===== config.mk =====
export PLATFORM = sky130hd
export DESIGN_NAME = bitmap_dot_writer_flat
export DESIGN_NICKNAME = d
export VERILOG_FILES = /design/src/rtl/bitmap_dot_writer_if.sv /design/src/rtl/bitmap_dot_writer.sv /design/src/flat_wrapper.sv
export SDC_FILE = /design/constraint.sdc
export NUM_CORES = 1
export LEC_CHECK = 0
export CORE_UTILIZATION = 40
export CTS_BUF_LIST = sky130_fd_sc_hd__clkbuf_4 sky130_fd_sc_hd__clkbuf_8
export CTS_CLUSTER_DIAMETER = 60
export CTS_CLUSTER_SIZE = 25
export DETAILED_ROUTE_END_ITERATION = 12
export MAX_ROUTING_LAYER = met4
export PLACE_DENSITY_LB_ADDON = 0.25
export SLEW_MARGIN = 25
export SYNTH_ARGS = -nofsm -noshare
export SYNTH_HDL_FRONTEND = slang
export SYNTH_SLANG_ARGS = --single-unit

===== constraint.sdc =====
create_clock -name clk -period 4.16 [get_ports clk]
set_input_delay 0.832 -clock clk [delete_from_list [all_inputs] [get_ports clk]]
set_output_delay 0.832 -clock clk [all_outputs]
set_load 0.02 [all_outputs]

===== src/rtl/bitmap_dot_writer_if.sv =====
// Write port bundle from bitmap_dot_writer to the bitmap RAM.
// master: the writer drives strobe, address, data and its busy flag.
// slave : the RAM side (or an observer) samples them.
`timescale 1ns/1ps
interface bitmap_dot_writer_if #(
  parameter int AW = 14
);
  logic          wr_en;
  logic [AW-1:0] wr_addr;
  logic [7:0]    wr_data;
  logic          busy;

  modport master (output wr_en, wr_addr, wr_data, busy);
  modport slave  (input  wr_en, wr_addr, wr_data, busy);
endinterface


===== src/rtl/bitmap_dot_writer.sv =====
// bitmap_dot_writer: write-side stage for the bitmap RAM read by bitmap_gen.
// Clears the whole bitmap, then on every frame tick moves a bouncing dot by
// one pixel per axis and writes it (colour from sw[2:0], RGB332).
// A debounced btn press clears the screen again and restarts the dot.
// Optional feature macro: BITMAP_TRAIL_EN -- skip the erase write so the dot
// leaves a trail (one write per frame instead of two).
`timescale 1ns/1ps
module bitmap_dot_writer #(
  parameter int   BMP_XW    = 7,
  parameter int   BMP_YW    = 7,
  parameter int   DB_CYCLES = 800000,
  parameter logic VSYNC_ACT = 1'b0
) (
  input  logic                clk,
  input  logic                rst_n,
  input  logic                btn,
  input  logic [2:0]          sw,
  input  logic                vsync,
  bitmap_dot_writer_if.master wr
);

  localparam int AW  = BMP_XW + BMP_YW;
  localparam int DBW = (DB_CYCLES > 2) ? $clog2(DB_CYCLES) : 1;

  localparam logic [AW-1:0]     LAST_ADDR = '1;
  localparam logic [BMP_XW-1:0] X_MAX     = '1;
  localparam logic [BMP_YW-1:0] Y_MAX     = '1;
  localparam logic [DBW-1:0]    DB_LAST   = DBW'(DB_CYCLES - 1);

  typedef enum logic [2:0] {
    CLEAR = 3'd0,
    WAIT  = 3'd1,
    ERASE = 3'd2,
    MOVE  = 3'd3,
    DRAW  = 3'd4
  } state_t;

  // RGB332 expansion of the 3-bit switch colour: each switch fills one field.
  function automatic logic [7:0] colour(input logic [2:0] s);
    return {{3{s[2]}}, {3{s[1]}}, {2{s[0]}}};
  endfunction

  // One bounce step on the x axis; returns {forward, new position}.
  function automatic logic [BMP_XW:0] step_x(input logic fwd,
                                             input logic [BMP_XW-1:0] pos);
    logic [BMP_XW:0] r;
    if (fwd && pos == X_MAX)       r = {1'b0, X_MAX - BMP_XW'(1)};
    else if (!fwd && pos == '0)    r = {1'b1, BMP_XW'(1)};
    else if (fwd)                  r = {1'b1, pos + BMP_XW'(1)};
    else                           r = {1'b0, pos - BMP_XW'(1)};
    return r;
  endfunction

  // One bounce step on the y axis; returns {forward, new position}.
  function automatic logic [BMP_YW:0] step_y(input logic fwd,
                                             input logic [BMP_YW-1:0] pos);
    logic [BMP_YW:0] r;
    if (fwd && pos == Y_MAX)       r = {1'b0, Y_MAX - BMP_YW'(1)};
    else if (!fwd && pos == '0)    r = {1'b1, BMP_YW'(1)};
    else if (fwd)                  r = {1'b1, pos + BMP_YW'(1)};
    else                           r = {1'b0, pos - BMP_YW'(1)};
    return r;
  endfunction

  // ---------------------------------------------------------------------
  // Frame tick
  // ---------------------------------------------------------------------
  logic vsync_d;
  logic tick;

  // Registered edge detect: tick pulses once when vsync enters its active level.
  always_ff @(posedge clk or negedge rst_n) begin
    if (!rst_n) begin
      vsync_d <= ~VSYNC_ACT;
      tick    <= 1'b0;
    end else begin
      vsync_d <= vsync;
      tick    <= (vsync == VSYNC_ACT) && (vsync_d != VSYNC_ACT);
    end
  end

  // ---------------------------------------------------------------------
  // Button synchroniser and debounce
  // ---------------------------------------------------------------------
  logic           btn_s1;
  logic           btn_s2;
  logic [DBW-1:0] db_cnt;
  logic           btn_stable;
  logic           btn_stable_d;
  logic           press;

  // Two-flop synchroniser, then a level that only follows the synced input
  // after it has differed from it for DB_CYCLES consecutive cycles.
  always_ff @(posedge clk or negedge rst_n) begin
    if (!rst_n) begin
      btn_s1       <= 1'b0;
      btn_s2       <= 1'b0;
      db_cnt       <= '0;
      btn_stable   <= 1'b0;
      btn_stable_d <= 1'b0;
    end else begin
      btn_s1       <= btn;
      btn_s2       <= btn_s1;
      btn_stable_d <= btn_stable;
      if (btn_s2 == btn_stable) begin
        db_cnt <= '0;
      end else if (db_cnt == DB_LAST) begin
        btn_stable <= btn_s2;
        db_cnt     <= '0;
      end else begin
        db_cnt <= db_cnt + DBW'(1);
      end
    end
  end

  assign press = btn_stable & ~btn_stable_d;

  // ---------------------------------------------------------------------
  // Control FSM with registered write port
  // ---------------------------------------------------------------------
  state_t              state,   state_n;
  logic [AW-1:0]       cnt,     cnt_n;
  logic [BMP_XW-1:0]   x,       x_n;
  logic [BMP_YW-1:0]   y,       y_n;
  logic                dx,      dx_n;
  logic                dy,      dy_n;
  logic                wr_en_r, wr_en_n;
  logic [AW-1:0]       addr_r,  addr_n;
  logic [7:0]          data_r,  data_n;
  logic                busy_r,  busy_n;
  logic                clearing;

  // Next-state and next-output decode. Each state's write is issued on the
  // edge that leaves it, so the port shows it during the following cycle.
  // A press in WAIT issues clear address 0 on the same edge, which keeps busy
  // one cycle behind the debounced press.
  always_comb begin
    state_n  = state;
    cnt_n    = cnt;
    x_n      = x;
    y_n      = y;
    dx_n     = dx;
    dy_n     = dy;
    wr_en_n  = 1'b0;
    addr_n   = addr_r;
    data_n   = data_r;
    busy_n   = 1'b0;
    clearing = (state == CLEAR) || (state == WAIT && press);

    if (clearing) begin
      wr_en_n = 1'b1;
      addr_n  = cnt;
      data_n  = 8'h00;
      busy_n  = 1'b1;
      if (cnt == LAST_ADDR) begin
        cnt_n   = '0;
        state_n = WAIT;
      end else begin
        cnt_n   = cnt + AW'(1);
        state_n = CLEAR;
      end
      if (state == WAIT) begin
        x_n  = '0;
        y_n  = '0;
        dx_n = 1'b1;
        dy_n = 1'b1;
      end
    end else begin
      case (state)
        WAIT: begin
          if (tick) begin
`ifdef BITMAP_TRAIL_EN
            state_n = MOVE;
`else
            state_n = ERASE;
`endif
          end
        end
        ERASE: begin
          wr_en_n = 1'b1;
          addr_n  = {y, x};
          data_n  = 8'h00;
          state_n = MOVE;
        end
        MOVE: begin
          {dx_n, x_n} = step_x(dx, x);
          {dy_n, y_n} = step_y(dy, y);
          state_n     = DRAW;
        end
        DRAW: begin
          wr_en_n = 1'b1;
          addr_n  = {y, x};
          data_n  = colour(sw);
          state_n = WAIT;
        end
        default: begin
          state_n = CLEAR;
        end
      endcase
    end
  end

  // State, dot position and write port registers.
  always_ff @(posedge clk or negedge rst_n) begin
    if (!rst_n) begin
      state   <= CLEAR;
      cnt     <= '0;
      x       <= '0;
      y       <= '0;
      dx      <= 1'b1;
      dy      <= 1'b1;
      wr_en_r <= 1'b0;
      addr_r  <= '0;
      data_r  <= '0;
      busy_r  <= 1'b0;
    end else begin
      state   <= state_n;
      cnt     <= cnt_n;
      x       <= x_n;
      y       <= y_n;
      dx      <= dx_n;
      dy      <= dy_n;
      wr_en_r <= wr_en_n;
      addr_r  <= addr_n;
      data_r  <= data_n;
      busy_r  <= busy_n;
    end
  end

  assign wr.wr_en   = wr_en_r;
  assign wr.wr_addr = addr_r;
  assign wr.wr_data = data_r;
  assign wr.busy    = busy_r;

endmodule


===== src/flat_wrapper.sv =====
// flat-port wrapper written by rule: the top's interface ports become plain ports
module bitmap_dot_writer_flat 
#(
  parameter int   BMP_XW    = 7,
  parameter int   BMP_YW    = 7,
  parameter int   DB_CYCLES = 800000,
  parameter logic VSYNC_ACT = 1'b0
)
  (clk, rst_n, btn, sw, vsync, wr_wr_en, wr_wr_addr, wr_wr_data, wr_busy);
  bitmap_dot_writer_if #(.AW(14)) wr_i ();
  input  logic clk;
  input  logic rst_n;
  input  logic btn;
  input  logic [2:0] sw;
  input  logic vsync;
  output wire logic [$bits(wr_i.wr_en)-1:0] wr_wr_en;
  output wire logic [$bits(wr_i.wr_addr)-1:0] wr_wr_addr;
  output wire logic [$bits(wr_i.wr_data)-1:0] wr_wr_data;
  output wire logic [$bits(wr_i.busy)-1:0] wr_busy;
  assign wr_wr_en = wr_i.wr_en;
  assign wr_wr_addr = wr_i.wr_addr;
  assign wr_wr_data = wr_i.wr_data;
  assign wr_busy = wr_i.busy;
  bitmap_dot_writer #(.BMP_XW(BMP_XW), .BMP_YW(BMP_YW), .DB_CYCLES(DB_CYCLES), .VSYNC_ACT(VSYNC_ACT)) u_core (.clk(clk), .rst_n(rst_n), .btn(btn), .sw(sw), .vsync(vsync), .wr(wr_i));
endmodule

# == After elaboration in Yosys (flattened, before gate mapping) ==
# Cells that the tools add are included.
# totals
wordCells,86
rom_bits,0
latch_bits,0
register_bits,83
inputBits,7
ramBits,0
memories,0
out_inout_bits,24
# op_classes
mul,0
n_eq_ne,11
n_addsub,6
reduce_logical,18
n_mux,30
bitwise_logic,4
magnitude_cmp,0
div_mod_pow,0
shifts,0
# ops
op,n
two-way mux 8 bit,7
two-way mux 14 bit,3
two-way mux 20 bit,2
two-way mux 7 bit,5
adder 20 x 1 -> 20 bit (second input constant),1
== test 20 bit (second input constant),1
one-hot mux 8 bit (2 select lines),1
adder 14 x 1 -> 14 bit (second input constant),1
adder 7 x 1 -> 7 bit (second input constant),2
== test 14 bit (second input constant),1
== test 7 bit (second input constant),2
logical NOT 7 bit,2
subtractor 7 x 1 -> 7 bit (second input constant),2
one-hot mux 3 bit (4 select lines),1
two-way mux 1 bit,9
== test 3 x 2 -> 1 bit (second input constant),2
logical AND 1 bit,6
two-way mux 3 bit,2
AND reduction 2 bit,2
nonzero test 2 bit,2
== test 3 x 1 -> 1 bit (second input constant),1
== test 3 bit (second input constant),1
logical NOT 3 bit,1
!= test 3 x 1 -> 1 bit (second input constant),1
8 further kinds,11

# == Depth between registers and ports, before layout ==
# logic_depth
depth_word,6
ltp_mapped,9
ltp_nobuf,7

# == Worst setup path after synthesis ==
# OpenSTA, ideal clock, no wires.
# synth_timing
path_kind,register to register
from,register u_core.dy
to,register u_core.y[6]
t_required_ns,4.036
path_buffers,0
period_less_slack_ns,2.275
path_slack_ns,1.885
setup_ns,0.124
arrival_ns,2.152
stages_incl_launch_ff,8
cell_sequence,dfstp_2 inv_1 ha_1 nor2b_1 o31a_1 o311ai_1 mux2i_1 a211o_1
# synth_via
elab_chain_len,6
elab_cells_between_ends,8
classes_between,5 x mux; 3 x reduce/logical
# synth_lines
item,line_no,source
"start, declared",bitmap_dot_writer.sv:126,"logic dy, dy_n;"
"start signal, assigned",bitmap_dot_writer.sv:222,dy <= dy_n;
logical NOT 1 bit,bitmap_dot_writer.sv:59,"else if (!fwd && pos == '0) r = {1'b1, BMP_YW'(1)};"
logical AND 1 bit,bitmap_dot_writer.sv:59,
two-way mux 8 bit,bitmap_dot_writer.sv:59,
two-way mux 8 bit *,bitmap_dot_writer.sv:58,"if (fwd && pos == Y_MAX) r = {1'b0, Y_MAX - BMP_YW'(1)};"
two-way mux 7 bit *,bitmap_dot_writer.sv:169,case (state)
two-way mux 7 bit *,bitmap_dot_writer.sv:150,if (clearing) begin
"end signal, assigned",bitmap_dot_writer.sv:220,y <= y_n;
"end, declared",bitmap_dot_writer.sv:124,"logic [BMP_YW-1:0] y, y_n;"
# Mark *: on every way between the ends. The rest lies on a longest branch, timed or not. The select of a mux whose other input is x is not followed.
# A chain may end at the register's enable or synchronous reset.

# == Worst setup path after layout ==
# layout_timing
from,register u_core.state[1]
to,"register u_core.addr_r[5], in the netlist u_core.wr.wr_addr[5]"
# layout_via
elab_chain_len,4
elab_cells_between_ends,9
classes_between,3 x eq/ne; 1 x mux; 5 x reduce/logical
# layout_lines
item,line_no,source
"start, declared",bitmap_dot_writer.sv:121,"state_t state, state_n;"
"start signal, assigned",bitmap_dot_writer.sv:217,state <= state_n;
== test 3 x 1 -> 1 bit,bitmap_dot_writer.sv:148,clearing = (state == CLEAR) || (state == WAIT && press);
logical AND 1 bit,bitmap_dot_writer.sv:148,
logical OR 1 bit,bitmap_dot_writer.sv:148,
two-way mux 14 bit / nonzero test 2 bit (equally long branches),n/a,
"end signal, assigned",bitmap_dot_writer.sv:224,addr_r <= addr_n;
"end, declared",bitmap_dot_writer.sv:128,"logic [AW-1:0] addr_r, addr_n;"
# Several ways; a longest one is shown, not always the timed one.

==> qor_table.md <==
| Stage | Quantity | Reported |
| --- | --- | --- |
| drt | Drt initial violations | 216 |
| timing | Slew margin rel. | 0.465 |
| global routing | Gr usage total | 0.179 |
| synth | Sequential area share after synthesis | 0.474 |
| timing | Worst Clk Skew | 0.0154 ns |
| critical path | Critical-path cell list | nor2_1 > nand2_1 > inv_1 > a21oi_1 > a21oi_1 |
| critical path | Worst Setup Start Kind | register |
| die | Boundary Pins | 31 |
| timing | Min cycle time layout | 2.50 ns |
| synth | Synthesis Warnings | 0 |
| placed design | Routability Congestion | 0.873 |
| synth | Most common cell in the synthesized netlist | dfrtp_1 |
| clock tree | Clock Sink Count | 78 |
| timing | Final-layout setup total negative slack | 0 ns |
| global routing | Via count of the first global-routing pass | 2940 |
| cells and area | Net count reported at finish | 460 |
| synth | Area contributors post-synth | dfrtp_1 45%, nor2_1 4.5%, xor2_1 4.2% |
| timing | Setup violators final | 0 |
| critical path | Family of cells with the greatest summed delay on the critical path | compound AO/OA/AOI/OAI gates |
| drt | Detailed-route vias per instance | 5.27 |
| die | Initial standard-cell utilization of the core | 0.417 |
| critical path | Crit end category | register |
| synth | Post-Synthesis Net Count | 436 |
| timing | Unrepaired setup endpoints after global routing | false |
| hold path | Classification of the worst-slack hold path | reg -> reg |
| global routing | Largest net degree at the start of global routing | 79 |
| cells and area | Fraction of final layout cells sized beyond drive strength 1 | 0.0811 |
| synth | Area share of fa/ha/maj cells after synthesis | 0.0461 |
| placed design | Port bufs | 30 |
| placed design | HPWL after detailed placement | 6080 um |
| synth | Synth Area in Compound Gates | 0.152 |
| synth | Share of the synthesized netlist area taken by xor and xnor gates | 0.0785 |
| pwr | Cell leakage power | 1.99 nW |
| synth | Synth Area per Inst | 9.95 sq um |
| critical path | Launch point of the critical path | u_core.state[1]$_DFFE_PN0P_ |
| critical path | Standard cell with the maximum stage delay on the critical path | a21oi_1 |
| die | Core region area | 9910 sq um |
| clock tree | TritonCTS clock tree | built |
| pwr | Power Dens Cells | 284 nW/um^2 |
| clock tree | Clock-pin slew of the registers on the worst-case setup and hold paths | 0.08 ns |
| cells and area | Sequential cell area | 1960 sq um |
| synth | Netlist area before placement | 4130 sq um |
| cells and area | P&R area growth vs syn | 13.2% |
| clock tree | Worst-Skew Late Latency | 0.36 ns |
| die | Die ar. | 10700 sq um |
| critical path | Most frequent CP cell | a21oi_1 |
| critical path | Delay of the slowest cell on the worst path | 0.69 ns |
| critical path | Instance count on the critical path | 5 |
| timing | Final Slew Violations | 0 |
| synth | Dominant cell type by area after synthesis | dfrtp_1 |
| synth | Gate Count Post-Synth | 415 |
| timing | Final Hold Violating Endpoints | 0 |
| timing | Slew at the pin closest to its max-slew limit | 0.803 ns |
| synth | Number of flops mapped to enable cells by yosys | 0 |
| die | X dimension of the die | 104 um |
| critical path | Worst Path Class, Setup | reg -> reg |
| critical path | Flop-to-flop setup slack | 1.66 ns |
| drt | Antenna Nets Post-Route | 0 |
| drt | # DRC | 0 |
| drt | Post-Route WL | 8640 um |
| global routing | Wire length of the first global-routing pass | 14900 um |
| clock tree | Post-cts sizing count | 0 |
| global routing | Number of antenna violations at the first check in global routing | 0 |
| timing | Maximum frequency from static timing analysis | 399 MHz |
| synth | Most instantiated cells after synthesis | 75 x dfrtp_1, 49 x nor2_1, 30 x nand2_1, 26 x a21oi_1, 21 x inv_1 |
| cells and area | Total area of multi-input combinational cells | 1970 sq um |
| timing | Ratio of final minimum period to clock period | 0.602 |
| clock tree | Clock Tree Buf Depth | 2 |
| clock tree | Inserted Clock Buffers | 9 |
| synth | Asr flop ratio synth | 1.00 |
| die | Row cnt | 36 |
| drt | Routed len/inst | 15.0 um |
| critical path | Crit path buffers/inverters | 1 |
| synth | Most common flop cell mapped by yosys | dfrtp_1 |
| clock tree | Max H-tree Level | 3 |
| global routing | Overflow left after global routing | 0 |
| critical path | Register-to-Register Path Depth | 5 |
| synth | Share of Yosys cell area claimed by the top area cell type | 0.455 |
| cells and area | Count of antenna diodes in the layout | 0 |
| critical path | Reg2reg end | u_core.wr.wr_addr[5]$_DFFE_PN0P_ |
| synth | Mux contribution to synthesized area | 0.0124 |
| cells and area | Filler Cell Count | 925 |
| critical path | Critical path peak fanout | 16 |
| cells and area | Finished Core Util | 0.471 |
| outcome | Status | completed |
| pwr | Max rail drop VDD | 125 uV |
| critical path | Arr. time, crit path | 2.72 ns |
| synth | Dominant combinational cell family by area after synthesis | simple AND/OR/NAND/NOR gates |
| synth | Unique masters post-synth | 57 |
| critical path | Req. time, crit path | 4.37 ns |
| clock tree | CTS hold repair buffers | 0 |
| clock tree | Root Buffer | clkbuf_8 |
| drt | Detailed-route via count | 3042 |
| synth | Number of synthesized register bits | 78 |
| synth | Area share of and/or/nand/nor cells after synthesis | 0.188 |
| flow run | Max-cap violation count | 0 |
| clock tree | Post-CTS Repair Setup Buffers | 0 |
| critical path | Endpoint of the worst setup timing path | u_core.wr.wr_addr[5]$_DFFE_PN0P_ |
| die | Height of the die | 104 um |
| critical path | Origin of the critical flop-to-flop path | u_core.state[1]$_DFFE_PN0P_ |
| drt | Router iterations before antenna repair | 4 |
-- metrics by stage --
stage	worst slack [ns]	cells	instance area, sq um	power, mW	hold slack (ns)
6_report	1.66	577	4670	1.33	0.364
5_1_grt	1.33	577	4670	1.39	0.380
4_1_cts	1.62	577	4670	1.35	0.360
3_5_place_dp	1.62	561	4480	0.811	0.341
3_3_place_gp	1.73	561	4480	0.810	0.349
2_1_floorplan	1.88	415	4130	0.788	0.331
-- routing by layer --
layer	part of all wire	wire length, um	vias to the layer above	global-route usage
met2	0.45	3850	60	0.255
met3	0.040	346	9	0.0346
met1	0.50	4330	1456	0.253
met4	0.013	109	0	0.0631
met5	0	0	-	-
li1	-	-	1517	-
-- layout make-up --
class / instances / share of cell area
multi-input cells: 296 / 0.421
flip-flops and latches: 78 / 0.419
repair buffers: 30 / 0.0646
well taps: 133 / 0.0356
clock buffers: 11 / 0.0324
inverters: 24 / 0.0204
clock inverters: 5 / 0.00723
-- worst min path at each step --
stage / end / from / slack (ns) / depth (start not counted)
5_1_grt: u_core.btn_s2$_DFF_PN0_ / u_core.btn_s1$_DFF_PN0_ / 0.38 / 0
6_report: u_core.btn_s2$_DFF_PN0_ / u_core.btn_s1$_DFF_PN0_ / 0.36 / 0
3_3_place_gp: u_core.btn_s2$_DFF_PN0_ / u_core.btn_s1$_DFF_PN0_ / 0.35 / 0
3_5_place_dp: u_core.btn_s2$_DFF_PN0_ / u_core.btn_s1$_DFF_PN0_ / 0.34 / 0
2_1_floorplan: u_core.btn_s2$_DFF_PN0_ / u_core.btn_s1$_DFF_PN0_ / 0.33 / 0
4_1_cts: u_core.btn_s2$_DFF_PN0_ / u_core.btn_s1$_DFF_PN0_ / 0.36 / 0
-- flip-flops by register name, summed over array words and instances, names as in the netlist, 3 cells and up --
signal and cells:
u_core.db_cnt 20, u_core.cnt 14, u_core.wr.wr_addr 14, u_core.x 7, u_core.y 7, u_core.state 3
u_core.wr.wr_data 3
-- cells in the final DEF, fill, tap and decap left out, types with 3 or more instances in the layout --
master,instances
clkbuf_8,11
and3_1,5
o22ai_1,10
nand2b_1,4
ha_1,12
nand2_1,30
nor2b_1,7
a22o_1,4
or3_1,3
o21ai_1,4
xnor2_1,17
nand4_1,13
or4_1,3
nand3_1,17
mux2i_1,4
nor2_1,49
or4_4,4
clkdlybuf4s50_1,29
o21ai_0,15
a221o_1,6
xor2_1,20
a21oi_1,26
inv_1,21
dfrtp_1,75
o31a_1,4
dfstp_2,3
-- power breakdown --
part / leakage (nW) / switching (mW) / internal [mW]
sequential: 1.04 / 0.00351 / 0.762
combinational: 0.863 / 0.0202 / 0.00836
clock: 0.0913 / 0.284 / 0.248
total: 1.99 / 0.308 / 1.02
-- cells by family (layout without fill, tap and decap cells) --
group	after synthesis	in the layout
and+or+nand+nor	150	150
AOI/OAI and AO/OA	90	90
DFF	78	78
buffers and inverters	41	70
xor gates and xnor gates	37	37
adders and majority gates	14	14
muxes	5	5
-- worst register-to-register path: cells and delay by family, from the launching register on --
family          cells  cell delay (ns)
simple gates        2             0.54
flops               1             0.68
compound gates      2             0.85
buf+inv             1             0.29
Power figures use the tool's default switching activity.
